File: src/rtl/mem_arbiter_if.sv
// ---------------------------------------------------------------------------
// mem_arbiter_if
// Purpose : bundles the two requester handshakes (instruction fetch and data
//           load/store) and the single-port memory handshake that the
//           arbiter sits between.
// Signals : i_*    fetch requester   (req/addr in, done/rdata out)
//           d_*    data requester    (req/we/addr/wdata in, done/rdata out)
//           mem_*  memory side       (req/we/addr/wdata out, rdata/ready in)
//           err    timeout flag accompanying a done pulse
//           owner  0 = fetch owns memory, 1 = data owns memory
// Modports: slave  - the arbiter's view
//           master - the view of whoever drives requests and models memory
// ---------------------------------------------------------------------------
interface mem_arbiter_if #(
    parameter int ADDR_W = 16,
    parameter int DATA_W = 16
);
    logic              i_req;
    logic [ADDR_W-1:0] i_addr;
    logic              i_done;
    logic [DATA_W-1:0] i_rdata;

    logic              d_req;
    logic              d_we;
    logic [ADDR_W-1:0] d_addr;
    logic [DATA_W-1:0] d_wdata;
    logic              d_done;
    logic [DATA_W-1:0] d_rdata;

    logic              err;
    logic              owner;

    logic              mem_req;
    logic              mem_we;
    logic [ADDR_W-1:0] mem_addr;
    logic [DATA_W-1:0] mem_wdata;
    logic [DATA_W-1:0] mem_rdata;
    logic              mem_ready;

    modport slave (
        input  i_req, i_addr, d_req, d_we, d_addr, d_wdata, mem_rdata, mem_ready,
        output i_done, i_rdata, d_done, d_rdata, err, owner,
               mem_req, mem_we, mem_addr, mem_wdata
    );

    modport master (
        output i_req, i_addr, d_req, d_we, d_addr, d_wdata, mem_rdata, mem_ready,
        input  i_done, i_rdata, d_done, d_rdata, err, owner,
               mem_req, mem_we, mem_addr, mem_wdata
    );
endinterface

File: src/rtl/mem_arbiter.sv
// ---------------------------------------------------------------------------
// mem_arbiter
// Purpose : shares one memory port between an instruction-fetch requester and
//           a data (load/store) requester. One access at a time, IDLE ->
//           BUSY_I/BUSY_D -> DONE -> IDLE, with round-robin tie breaking and a
//           BUSY-cycle timeout that completes the access with err=1.
// Ports   : clk    rising-edge clock
//           reset  asynchronous active-high reset
//           bus    mem_arbiter_if.slave (requester and memory handshakes)
// Params  : ADDR_W, DATA_W widths; TIMEOUT = max BUSY cycles (1..255)
// ---------------------------------------------------------------------------
module mem_arbiter #(
    parameter int ADDR_W  = 16,
    parameter int DATA_W  = 16,
    parameter int TIMEOUT = 15
) (
    input  logic clk,
    input  logic reset,
    mem_arbiter_if.slave bus
);

    typedef enum logic [1:0] {IDLE, BUSY_I, BUSY_D, DONE} state_t;

    localparam logic [7:0] TIMEOUT_C = 8'(TIMEOUT);

    state_t            state_q, state_d;
    logic              owner_q, owner_d;
    logic              lastOwner_q, lastOwner_d;
    logic              we_q, we_d;
    logic [ADDR_W-1:0] addr_q, addr_d;
    logic [DATA_W-1:0] wdata_q, wdata_d;
    logic [7:0]        cnt_q, cnt_d;
    logic              err_q, err_d;
    logic [DATA_W-1:0] iRdata_q, iRdata_d;
    logic [DATA_W-1:0] dRdata_q, dRdata_d;

    logic              grantData;
    logic              memReq;
    logic              iDone;
    logic              dDone;

    // State and captured-access registers. Reset parks the arbiter in IDLE
    // with lastOwner=1 so the very first tie goes to instruction fetch.
    always_ff @(posedge clk or posedge reset) begin
        if (reset) begin
            state_q     <= IDLE;
            owner_q     <= 1'b0;
            lastOwner_q <= 1'b1;
            we_q        <= 1'b0;
            addr_q      <= '0;
            wdata_q     <= '0;
            cnt_q       <= '0;
            err_q       <= 1'b0;
            iRdata_q    <= '0;
            dRdata_q    <= '0;
        end else begin
            state_q     <= state_d;
            owner_q     <= owner_d;
            lastOwner_q <= lastOwner_d;
            we_q        <= we_d;
            addr_q      <= addr_d;
            wdata_q     <= wdata_d;
            cnt_q       <= cnt_d;
            err_q       <= err_d;
            iRdata_q    <= iRdata_d;
            dRdata_q    <= dRdata_d;
        end
    end

    // Next-state and output logic. Requests are looked at only in IDLE; once
    // granted, the memory-side address/we/wdata come purely from registers so
    // requester activity during BUSY or DONE cannot disturb the access.
    // In BUSY, mem_ready wins over the timeout when both land on one edge.
    always_comb begin
        state_d     = state_q;
        owner_d     = owner_q;
        lastOwner_d = lastOwner_q;
        we_d        = we_q;
        addr_d      = addr_q;
        wdata_d     = wdata_q;
        cnt_d       = cnt_q;
        err_d       = err_q;
        iRdata_d    = iRdata_q;
        dRdata_d    = dRdata_q;
        grantData   = 1'b0;
        memReq      = 1'b0;
        iDone       = 1'b0;
        dDone       = 1'b0;

        case (state_q)
            IDLE: begin
                if (bus.i_req || bus.d_req) begin
                    grantData = (bus.i_req && bus.d_req) ? ~lastOwner_q : bus.d_req;
                    owner_d   = grantData;
                    addr_d    = grantData ? bus.d_addr  : bus.i_addr;
                    we_d      = grantData ? bus.d_we    : 1'b0;
                    wdata_d   = grantData ? bus.d_wdata : '0;
                    cnt_d     = '0;
                    state_d   = grantData ? BUSY_D : BUSY_I;
                end
            end
            BUSY_I, BUSY_D: begin
                memReq = 1'b1;
                if (bus.mem_ready) begin
                    if (state_q == BUSY_I) begin
                        iRdata_d = bus.mem_rdata;
                    end else if (!we_q) begin
                        dRdata_d = bus.mem_rdata;
                    end
                    err_d       = 1'b0;
                    lastOwner_d = owner_q;
                    state_d     = DONE;
                end else if ((cnt_q + 8'd1) == TIMEOUT_C) begin
                    err_d       = 1'b1;
                    lastOwner_d = owner_q;
                    state_d     = DONE;
                end else begin
                    cnt_d = cnt_q + 8'd1;
                end
            end
            DONE: begin
                iDone   = ~owner_q;
                dDone   = owner_q;
                err_d   = 1'b0;
                state_d = IDLE;
            end
            default: begin
                state_d = IDLE;
            end
        endcase
    end

    assign bus.mem_req   = memReq;
    assign bus.mem_we    = we_q;
    assign bus.mem_addr  = addr_q;
    assign bus.mem_wdata = wdata_q;
    assign bus.i_done    = iDone;
    assign bus.d_done    = dDone;
    assign bus.i_rdata   = iRdata_q;
    assign bus.d_rdata   = dRdata_q;
    assign bus.err       = err_q;
    assign bus.owner     = owner_q;

endmodule

File: src/flat_wrapper.sv
// flat-port wrapper written by rule: the top's interface ports become plain ports
module mem_arbiter_flat 
#(
    parameter int ADDR_W  = 16,
    parameter int DATA_W  = 16,
    parameter int TIMEOUT = 15
)
  (clk, reset, bus_i_req, bus_i_addr, bus_d_req, bus_d_we, bus_d_addr, bus_d_wdata, bus_mem_rdata, bus_mem_ready, bus_i_done, bus_i_rdata, bus_d_done, bus_d_rdata, bus_err, bus_owner, bus_mem_req, bus_mem_we, bus_mem_addr, bus_mem_wdata);
  mem_arbiter_if #(.ADDR_W(ADDR_W), .DATA_W(DATA_W)) bus_i ();
  input  logic clk;
  input  logic reset;
  input wire logic [$bits(bus_i.i_req)-1:0] bus_i_req;
  input wire logic [$bits(bus_i.i_addr)-1:0] bus_i_addr;
  input wire logic [$bits(bus_i.d_req)-1:0] bus_d_req;
  input wire logic [$bits(bus_i.d_we)-1:0] bus_d_we;
  input wire logic [$bits(bus_i.d_addr)-1:0] bus_d_addr;
  input wire logic [$bits(bus_i.d_wdata)-1:0] bus_d_wdata;
  input wire logic [$bits(bus_i.mem_rdata)-1:0] bus_mem_rdata;
  input wire logic [$bits(bus_i.mem_ready)-1:0] bus_mem_ready;
  output wire logic [$bits(bus_i.i_done)-1:0] bus_i_done;
  output wire logic [$bits(bus_i.i_rdata)-1:0] bus_i_rdata;
  output wire logic [$bits(bus_i.d_done)-1:0] bus_d_done;
  output wire logic [$bits(bus_i.d_rdata)-1:0] bus_d_rdata;
  output wire logic [$bits(bus_i.err)-1:0] bus_err;
  output wire logic [$bits(bus_i.owner)-1:0] bus_owner;
  output wire logic [$bits(bus_i.mem_req)-1:0] bus_mem_req;
  output wire logic [$bits(bus_i.mem_we)-1:0] bus_mem_we;
  output wire logic [$bits(bus_i.mem_addr)-1:0] bus_mem_addr;
  output wire logic [$bits(bus_i.mem_wdata)-1:0] bus_mem_wdata;
  assign bus_i.i_req = bus_i_req;
  assign bus_i.i_addr = bus_i_addr;
  assign bus_i.d_req = bus_d_req;
  assign bus_i.d_we = bus_d_we;
  assign bus_i.d_addr = bus_d_addr;
  assign bus_i.d_wdata = bus_d_wdata;
  assign bus_i.mem_rdata = bus_mem_rdata;
  assign bus_i.mem_ready = bus_mem_ready;
  assign bus_i_done = bus_i.i_done;
  assign bus_i_rdata = bus_i.i_rdata;
  assign bus_d_done = bus_i.d_done;
  assign bus_d_rdata = bus_i.d_rdata;
  assign bus_err = bus_i.err;
  assign bus_owner = bus_i.owner;
  assign bus_mem_req = bus_i.mem_req;
  assign bus_mem_we = bus_i.mem_we;
  assign bus_mem_addr = bus_i.mem_addr;
  assign bus_mem_wdata = bus_i.mem_wdata;
  mem_arbiter #(.ADDR_W(ADDR_W), .DATA_W(DATA_W), .TIMEOUT(TIMEOUT)) u_core (.clk(clk), .reset(reset), .bus(bus_i));
endmodule
File: config.mk
export PLATFORM = sky130hd
export DESIGN_NAME = mem_arbiter_flat
export DESIGN_NICKNAME = d
export VERILOG_FILES = /design/src/rtl/mem_arbiter_if.sv /design/src/rtl/mem_arbiter.sv /design/src/flat_wrapper.sv
export SDC_FILE = /design/constraint.sdc
export NUM_CORES = 1
export LEC_CHECK = 0
export ABC_CLOCK_PERIOD_IN_PS = 2710
export CORE_UTILIZATION = 28
export DETAILED_ROUTE_END_ITERATION = 12
export GPL_TIMING_DRIVEN = 0
export SYNTH_ARGS = -nofsm -noshare
export SYNTH_HDL_FRONTEND = slang
export SYNTH_SLANG_ARGS = --single-unit
File: constraint.sdc
create_clock -name clk -period 2.71 [get_ports clk]
set_input_delay 0.6775 -clock clk [delete_from_list [all_inputs] [get_ports clk]]
set_output_delay 0.6775 -clock clk [all_outputs]
set_load 0.01 [all_outputs]
# == Yosys cells after proc, flatten, opt, wreduce, memory -nomap -nowiden ==
# Index checks and enable logic that the tools add are counted.
# totals
regBits,78
inputBits,70
out_inout_bits,70
word_cells,58
# classes
n_addsub,1
n_eq_ne,8
muxes,21
bitwise_logic,4
reduce_logical,14
# ops
cell,count
two-way mux 16 bit,2
two-way mux 8 bit,3
case mux 8 bit (2 select lines),1
two-way mux 1 bit,9
"adder 8 x 1 -> 8 bit, second input constant",1
"equality test 8 x 4 -> 1 bit, second input constant",1
two-way mux 2 bit,4
AND reduction 2 bit,4
AND reduction 4 bit,2
case mux 2 bit (3 select lines),1
nonzero test 2 bit,3
"equality test 2 bit, second input constant",2
"inequality test 2 bit, second input constant",2
inverter 1 bit,4
"inequality test 3 x 2 -> 1 bit, second input constant",1
AND reduction 3 bit,1
"equality test 2 x 1 -> 1 bit, second input constant",1
logical NOT 2 bit,1
"inequality test 2 x 1 -> 1 bit, second input constant",1
case mux 1 bit (2 select lines),1
OR reduction 2 bit,1
logical AND 1 bit,1
logical OR 1 bit,1

# == Longest topological paths before layout ==
# Gate-level depths: netlist of run 1.
# depth
word_depth,5
depth_mapped,8
mapped_depth_nobuf,6

# == Least setup slack after synthesis of run 1 ==
# No wires, ideal clock.
# synth_path
path_type,register to register
start,register u_core.state_q[0]
end,"register u_core.dRdata_q[10], in the netlist u_core.bus.d_rdata[10]"
setup_time_ns,0.125
t_arrival_ns,2.007
required_ns,2.585
setup_slack_ns,0.578
path_stages_with_launch,8
n_path_buf,2
period_less_slack_ns,2.132
path_cell_list,dfrtp_1 inv_1 ha_1 clkbuf_1 nand2_1 nor3_2 buf_2 mux2_2
# synth_via
elab_chain_len,3
elab_cells_between_ends,5
classes_between,2 x eq/ne; 1 x bitwise; 2 x reduce/logical
# synth_lines
element,line_no,rtl
start: declaration,mem_arbiter.sv:26,"state_t state_q, state_d;"
start signal: assignment,mem_arbiter.sv:57,state_q <= state_d;
equality test 2 bit or equality test 2 x 1 -> 1 bit (tied branches),"mem_arbiter.sv:90, mem_arbiter.sv:105",
OR reduction 2 bit or inverter 1 bit (tied branches),-,
AND reduction 4 bit (no line) (*),-,
end signal: assignment,mem_arbiter.sv:66,dRdata_q <= dRdata_d;
end: declaration,mem_arbiter.sv:35,"logic [DATA_W-1:0] dRdata_q, dRdata_d;"
# Mark *: on every way between the ends. The rest lies on a longest branch, timed or not.
# A chain may end at the register's enable or synchronous reset.

# == Worst setup path after layout of run 1 ==
# layout_path
start,input port bus_mem_ready
end,"register u_core.iRdata_q[0], in the netlist u_core.bus.i_rdata[0]"
# layout_via
elab_chain_len,1
# layout_lines
element,line_no,rtl
start: declaration,flat_wrapper.sv:19,input wire logic [$bits(bus_i.mem_ready)-1:0] bus_mem_ready;
AND reduction 3 bit (no line),-,
end signal: assignment,mem_arbiter.sv:65,iRdata_q <= iRdata_d;
end: declaration,mem_arbiter.sv:34,"logic [DATA_W-1:0] iRdata_q, iRdata_d;"
# No other way between the ends.

==> results.py, run 1 <==
metrics = {
    "timing": {
        "hold_viol": 0,
        "fin_crit_ps": 2510,
        "fmax_mhz": 398,
        "drv_slew": 0,
        "rsz0062_at_grt": "no",
        "worst_slew_pin_slew_ps": 856,
        "fin_crit_sh_pct": 92.8,
        "finalSetupViolations": 0,
        "whs_ps": 476,
        "final.setup_skew_ps": 8.74,
        "maxSlewHeadroom_pct": 42.8,
    },
    "power_and_ir_drop": {
        "p_per_area_nw_per_um2": 1180,
        "p_leak_uw": 0.00227,
        "vdd_drop_max_v": 0.000445,
        "total_power_uw": 6310,
    },
    "synthesis": {
        "ys_types": 43,
        "synthTopCellsByArea": "dfrtp_1, mux2_2, mux2i_1, a22o_1, o21ai_0",
        "synth-edff-count": 0,
        "yosysSeqAreaShare_pct": 56.7,
        "ys.flop_type": "dfrtp_1",
        "ys.warnings.count": 0,
        "synthCells": 288,
        "syn_area_um2": 3440,
        "synth_top_area_share_pct": 56.0,
        "syn-num-nets": 363,
        "yosys.area.top_type": "dfrtp_1",
        "ys_ff_latch": 78,
        "avgSynthCellArea_um2": 12.0,
        "async_reset_ff_share_pct": 100,
    },
    "run": {
        "maxCapViolations": 0,
    },
    "floorplan": {
        "boundaryPins": 140,
        "start_util_pct": 28.7,
        "dieArea_um2": 12700,
        "die_x_um": 113,
        "core_area_um2": 12000,
        "num_rows": 40,
        "fp.dieH_um": 113,
    },
    "grt": {
        "grt_overflow": 0,
        "antenna_found_initial": 0,
        "grt_use_total_pct": 14.1,
        "first_global_vias": 2844,
        "grt_pass1_wl_um": 14100,
        "grt_max_degree": 42,
    },
    "cts": {
        "cts_buffer_depth": 2,
        "cts_hold_buffers": 0,
        "cts_buffers": 9,
        "cts_max_level": 3,
        "clk_pin_slew_ps": 60,
        "clock-root-buffer": "clkbuf_16",
        "insertion_delay_ps": 330,
        "tritoncts": "done",
        "cts.sinks": 78,
    },
    "min_path": {
        "hold_path_class": "reg -> reg",
    },
    "layout": {
        "diodes": 0,
        "fin_nets": 514,
        "finalNonFillerCells": 591,
        "fill_cells": 1182,
        "syn2layout_area_growth_pct": 55.7,
        "final_cell_area_um2": 5360,
        "drive_gt1_share_pct": 13.3,
        "final_core_utilization_pct": 44.6,
    },
    "worst_setup_path": {
        "r2r_slack_ps": 350,
        "crit_arrival_ps": 2730,
        "path_class": "in -> reg",
        "worstPathMaxFanout": 10,
        "start_kind": "input port",
        "critPathRequiredTime_ps": 2920,
        "setup.worst_path.end_class": "flop",
    },
    "place": {
        "dp_cells": 575,
        "gp_congestion": 0.785,
        "postPlaceCellArea_um2": 5040,
        "dp_hpwl_um": 6280,
        "port_buffers": 139,
    },
    "drt": {
        "routed_wl_um": 8460,
        "first_pass_iters": 4,
        "drc_errors": 0,
        "drt-initial-drc-count": 119,
        "vias": 2802,
        "via_per_inst": 4.74,
        "antenna_left": 0,
        "wl_per_cell_um": 14.3,
    },
    "outcome": {
        "status": "complete, no violations",
    },
}
## critical path, stage by stage
cell,delay [ps]
clkdlybuf4s50_1,500
clkbuf_1,370
nand3_1,420
clkbuf_1,400
mux2_2,360
## final cells by class
class                      count  area, um2  share of cell area, %
inverter                       7       28.8                  0.537
tap                          147        184                   3.43
sequential                    78       1950                   36.4
clock buffer                  11        233                   4.34
clock inverter                 5       82.6                   1.54
multi-input combinational    185       1400                   26.0
timing repair buffer         140       1410                   26.3
buffer                        18       73.8                   1.38
## Yosys cell counts, types with 2 or more instances
cell type and n:
a21oi_1 4, nor4_1 6, buf_2 5, and2_1 2, o211ai_1 4, nor2_1 5
o21ai_1 2, mux2i_1 17, o21ai_0 25, nor2b_1 2, nand3_1 3, nand2_1 28
o211a_1 2, o2bb2ai_1 2, xnor2_1 2, mux2_2 33, a22o_1 18, nor3_1 6
clkbuf_1 12, dfrtp_1 77, a31oi_1 2, inv_1 6, ha_1 5
## what timing repair did
action / 4_1_cts / 5_1_grt
resized for setup: 0 / 1
buffers inserted: 0 / 0
endpoints found under the setup margin: 0 / 10
## metrics by stage
step                      TNS, ps  worst slack [ps]
after floorplan                 0              39.1
after global placement    -103680             -1310
after detailed placement    -2580              -196
after CTS                       0               102
after global routing            0              14.4
final                           0               195
## registers in the layout, summed over array words and instances, names as in the netlist
name / cells
u_core.bus.d_rdata: 16
u_core.bus.i_rdata: 16
u_core.bus.mem_addr: 16
u_core.bus.mem_wdata: 16
u_core.cnt_q: 8
u_core.state_q: 2
u_core.bus.err: 1
u_core.bus.mem_we: 1
u_core.bus.owner: 1
u_core.lastOwner_q: 1
## power breakdown
| group | switching [uW] | internal [uW] | total (uW) |
|---|---|---|---|
| clock network | 467 | 810 | 1280 |
| registers | 307 | 1730 | 2030 |
| logic | 1350 | 1650 | 3000 |
| total | 2130 | 4190 | 6310 |
## final timing paths
| path | cells past startpoint | endpoint | startpoint |
|---|---|---|---|
| max in group asynchronous | 3 | u_core.cnt_q[3] | reset |
| worst max register to register | 7 | u_core.bus.d_rdata[8] | u_core.state_q[0] |
| min in group asynchronous | 2 | u_core.bus.mem_wdata[10] | reset |
| worst min register to register | 2 | u_core.bus.mem_addr[7] | u_core.bus.mem_addr[7] |
| worst max-delay path | 5 | u_core.bus.i_rdata[0] | bus_mem_ready |
| worst min-delay path | 2 | u_core.bus.mem_addr[7] | u_core.bus.mem_addr[7] |
## metal layers
| metal | global-route usage, % | wire length (um) | up-vias |
|---|---|---|---|
| met5 | 0 | 0 | - |
| met4 | 4.56 | 78 | 0 |
| met3 | 4.82 | 610 | 7 |
| met2 | 22.3 | 3980 | 89 |
| met1 | 18.1 | 3790 | 1361 |
| li1 | - | - | 1345 |
## cells by family after synthesis
logic type	share of synthesized area, %
AND/OR/NAND/NOR	9.08
buffers and inverters	2.91
XOR/XNOR	0.763
multiplexers	15.7
adder cells (fa/ha/maj)	1.82
flip-flops	56.7
AO/OA/AOI/OAI	13.0
## cells in the final DEF, fill, tap and decap left out, drive strengths merged
cell type / Yosys / final
nor2b: 2 / 2
mux2i: 17 / 17
dfrtp: 77 / 77
o2bb2ai: 2 / 2
a21boi: 1 / 1
a311o: 1 / 1
and3: 1 / 1
or3: 2 / 2
nor4: 6 / 6
or2: 1 / 1
a21oi: 4 / 4
a22o: 19 / 19
or3b: 2 / 2
nor4b: 1 / 1
nand3: 3 / 3
clkinv: 1 / 3
clkdlybuf4s50: 0 / 139
ha: 5 / 5
and2: 2 / 2
nand2: 28 / 28
a31oi: 2 / 2
dfstp: 1 / 1
o211a: 2 / 2
o211ai: 4 / 4
nor3: 7 / 7
o31ai: 1 / 1
nand4b: 1 / 1
a211o: 1 / 1
buf: 6 / 7
clkbuf: 12 / 23
xor2: 1 / 1
o21ai: 27 / 27
nor3b: 1 / 1
inv: 6 / 7
xnor2: 2 / 2
bufinv: 0 / 2
mux2: 33 / 33
nor2: 5 / 5
a221o: 1 / 1
Note: power is estimated with default switching activity, not from simulation.
==> inputs of run 2 (changes only) <==
--- a/config.mk
+++ b/config.mk
@@ -8,6 +8,7 @@
 export ABC_CLOCK_PERIOD_IN_PS = 2710
 export CORE_UTILIZATION = 28
 export DETAILED_ROUTE_END_ITERATION = 12
+export DONT_BUFFER_PORTS = 1
 export GPL_TIMING_DRIVEN = 0
 export SYNTH_ARGS = -nofsm -noshare
 export SYNTH_HDL_FRONTEND = slang
==> run 2 against run 1 <==
  * Non-clock buffer count is 139 lower
  * Utilization shrank 12 points
  * Sequential power increased by 16%
  * Clock skew barely moved
  * Critical path depth up 2
  * Hold slack lost 270 ps
  * Wire length decreased by 7.3%
  * Cell count is 24% lower
  * Critical path type is now reg -> reg
==> results.py, run 2 (same netlist as run 1, synthesis figures left out) <==
metrics = {
    "outcome": {
        "status": "complete, no violations",
    },
    "place": {
        "gp_congestion": 0.790,
        "postPlaceCellArea_um2": 3660,
        "port_buffers": 0,
        "dp_cells": 436,
        "dp_hpwl_um": 5710,
    },
    "worst_setup_path": {
        "cp_slowest_stage_delay_ps": 400,
        "timing.rr.end": "u_core.bus.d_rdata[6]",
        "worstPathMaxFanout": 10,
        "start_kind": "flop",
        "cp-startpoint": "u_core.state_q[0]",
        "cp_cell_sequence": "inv_1 -> ha_1 -> clkbuf_1 -> nand2_1 -> nor3_4 -> buf_2 -> mux2_2",
        "crit_buf_inv": 3,
        "crit_arrival_ps": 2690,
        "cp_top_family": "buffers and inverters",
        "r2r_slack_ps": 230,
        "worst_r2r_path_depth": 7,
        "setup.worst_path.end": "u_core.bus.d_rdata[6]",
        "path_class": "reg -> reg",
        "reg2reg_from": "u_core.state_q[0]",
        "critPathRequiredTime_ps": 2920,
        "setup.worst_path.end_class": "flop",
        "worstSetupPathDepth": 7,
        "crit_slowest_cell": "dfrtp_1",
    },
    "floorplan": {
        "dieArea_um2": 12700,
        "die_x_um": 113,
        "start_util_pct": 28.7,
        "fp.dieH_um": 113,
        "num_rows": 40,
        "boundaryPins": 140,
        "core_area_um2": 12000,
    },
    "cts": {
        "cts.sinks": 78,
        "tritoncts": "done",
        "clk_pin_slew_ps": 70,
        "cts_max_level": 3,
        "cts_buffer_depth": 2,
        "post_cts_buffers": 0,
        "insertion_delay_ps": 330,
        "cts_buffers": 9,
        "clock-root-buffer": "clkbuf_16",
    },
    "drt": {
        "drc_errors": 0,
        "routed_wl_um": 7840,
        "drt-initial-drc-count": 101,
        "antenna_left": 0,
        "vias": 2356,
        "via_per_inst": 5.21,
        "wl_per_cell_um": 17.3,
        "first_pass_iters": 4,
    },
    "timing": {
        "maxSlewHeadroom_pct": 43.3,
        "final.setup_skew_ps": 8.25,
        "finalSetupViolations": 0,
        "drv_slew": 0,
        "fin_crit_sh_pct": 91.4,
        "rsz0062_at_grt": "no",
        "setup-tns-final_ps": 0,
        "hold_viol": 0,
        "fin_crit_ps": 2480,
        "whs_ps": 204,
        "worst_slew_pin_slew_ps": 848,
        "fmax_mhz": 404,
    },
    "grt": {
        "antenna_found_initial": 0,
        "grt_overflow": 0,
        "grt_use_total_pct": 12.7,
        "first_global_vias": 2385,
        "grt_pass1_wl_um": 12200,
        "grt_max_degree": 50,
    },
    "power_and_ir_drop": {
        "vdd_drop_max_v": 0.000348,
        "p_per_area_nw_per_um2": 1300,
        "p_leak_uw": 0.00172,
        "total_power_uw": 5120,
    },
    "layout": {
        "diodes": 0,
        "finalNonFillerCells": 452,
        "fin_nets": 375,
        "syn2layout_area_growth_pct": 14.6,
        "drive_gt1_share_pct": 20.0,
        "mostFrequentLayoutCell": "dfrtp_1",
        "final_cell_area_um2": 3950,
        "layout_common_cells": "dfrtp_1, mux2_2, nand2_1",
    },
    "min_path": {
        "hold_path_class": "in -> async",
    },
    "run": {
        "maxCapViolations": 0,
    },
}
[run 2: cell count changes in the layout (fill, tap and decap cells not counted)]
cell             change
inv_6                +1
bufinv_16            -2
inv_8                +1
clkinvlp_4           +2
clkbuf_1             -2
clkdlybuf4s50_1    -139
buf_12               -1
buf_16               +1
[run 2: worst register-to-register path, stage by stage (launching register included)]
cell and delay, ps:
dfrtp_1 400, inv_1 60, ha_1 360, clkbuf_1 270, nand2_1 170, nor3_4 370
buf_2 350, mux2_2 380
[run 2: how the worst min path moves through the flow]
| stage | from | endpoint | cells after the start |
|---|---|---|---|
| after floorplan | u_core.state_q[1] | u_core.state_q[1] | 1 |
| after global routing | reset | u_core.bus.mem_wdata[13] | 1 |
| after detailed placement | u_core.state_q[1] | u_core.state_q[1] | 1 |
| final | reset | u_core.bus.mem_wdata[10] | 1 |
| after global placement | u_core.state_q[1] | u_core.state_q[1] | 1 |
| after CTS | reset | u_core.bus.mem_wdata[13] | 1 |
[run 2: power by group]
group | internal, uW | switching [uW]
logic | 729 | 896
registers | 1730 | 635
clock network | 632 | 496
total | 3090 | 2030
[run 2: area by class of cell]
cell class,count,area (um2)
Clock inverter,7,57.6
Timing Repair Buffer,1,27.5
Buffer,18,73.8
Tap cell,147,184
Multi-Input combinational cell,185,1400
Clock buffer,9,225
Inverter,7,28.8
Fill cell,1207,8070
Sequential cell,78,1950
[run 2: per-layer routing]
| metal | part of all wire [%] | global-route usage (%) | vias to the layer above |
|---|---|---|---|
| met4 | 0.63 | 3.86 | 0 |
| met3 | 7.4 | 5.25 | 4 |
| met5 | 0 | 0 | - |
| met2 | 51 | 21.7 | 107 |
| li1 | - | - | 1073 |
| met1 | 41 | 14.4 | 1172 |
[run 2: timing repair]
item,in CTS,in global routing
hold buffers,0,0
endpoints found under the setup margin,10,0
gates resized for setup,1,0
[run 2: metrics by stage]
step | util, % | setup slack, ps
4_1_cts | 32.9 | 145
5_1_grt | 32.9 | 32.0
2_1_floorplan | - | 39.1
3_5_place_dp | 30.4 | -22.4
6_report | 32.9 | 232
3_3_place_gp | 30.2 | -784
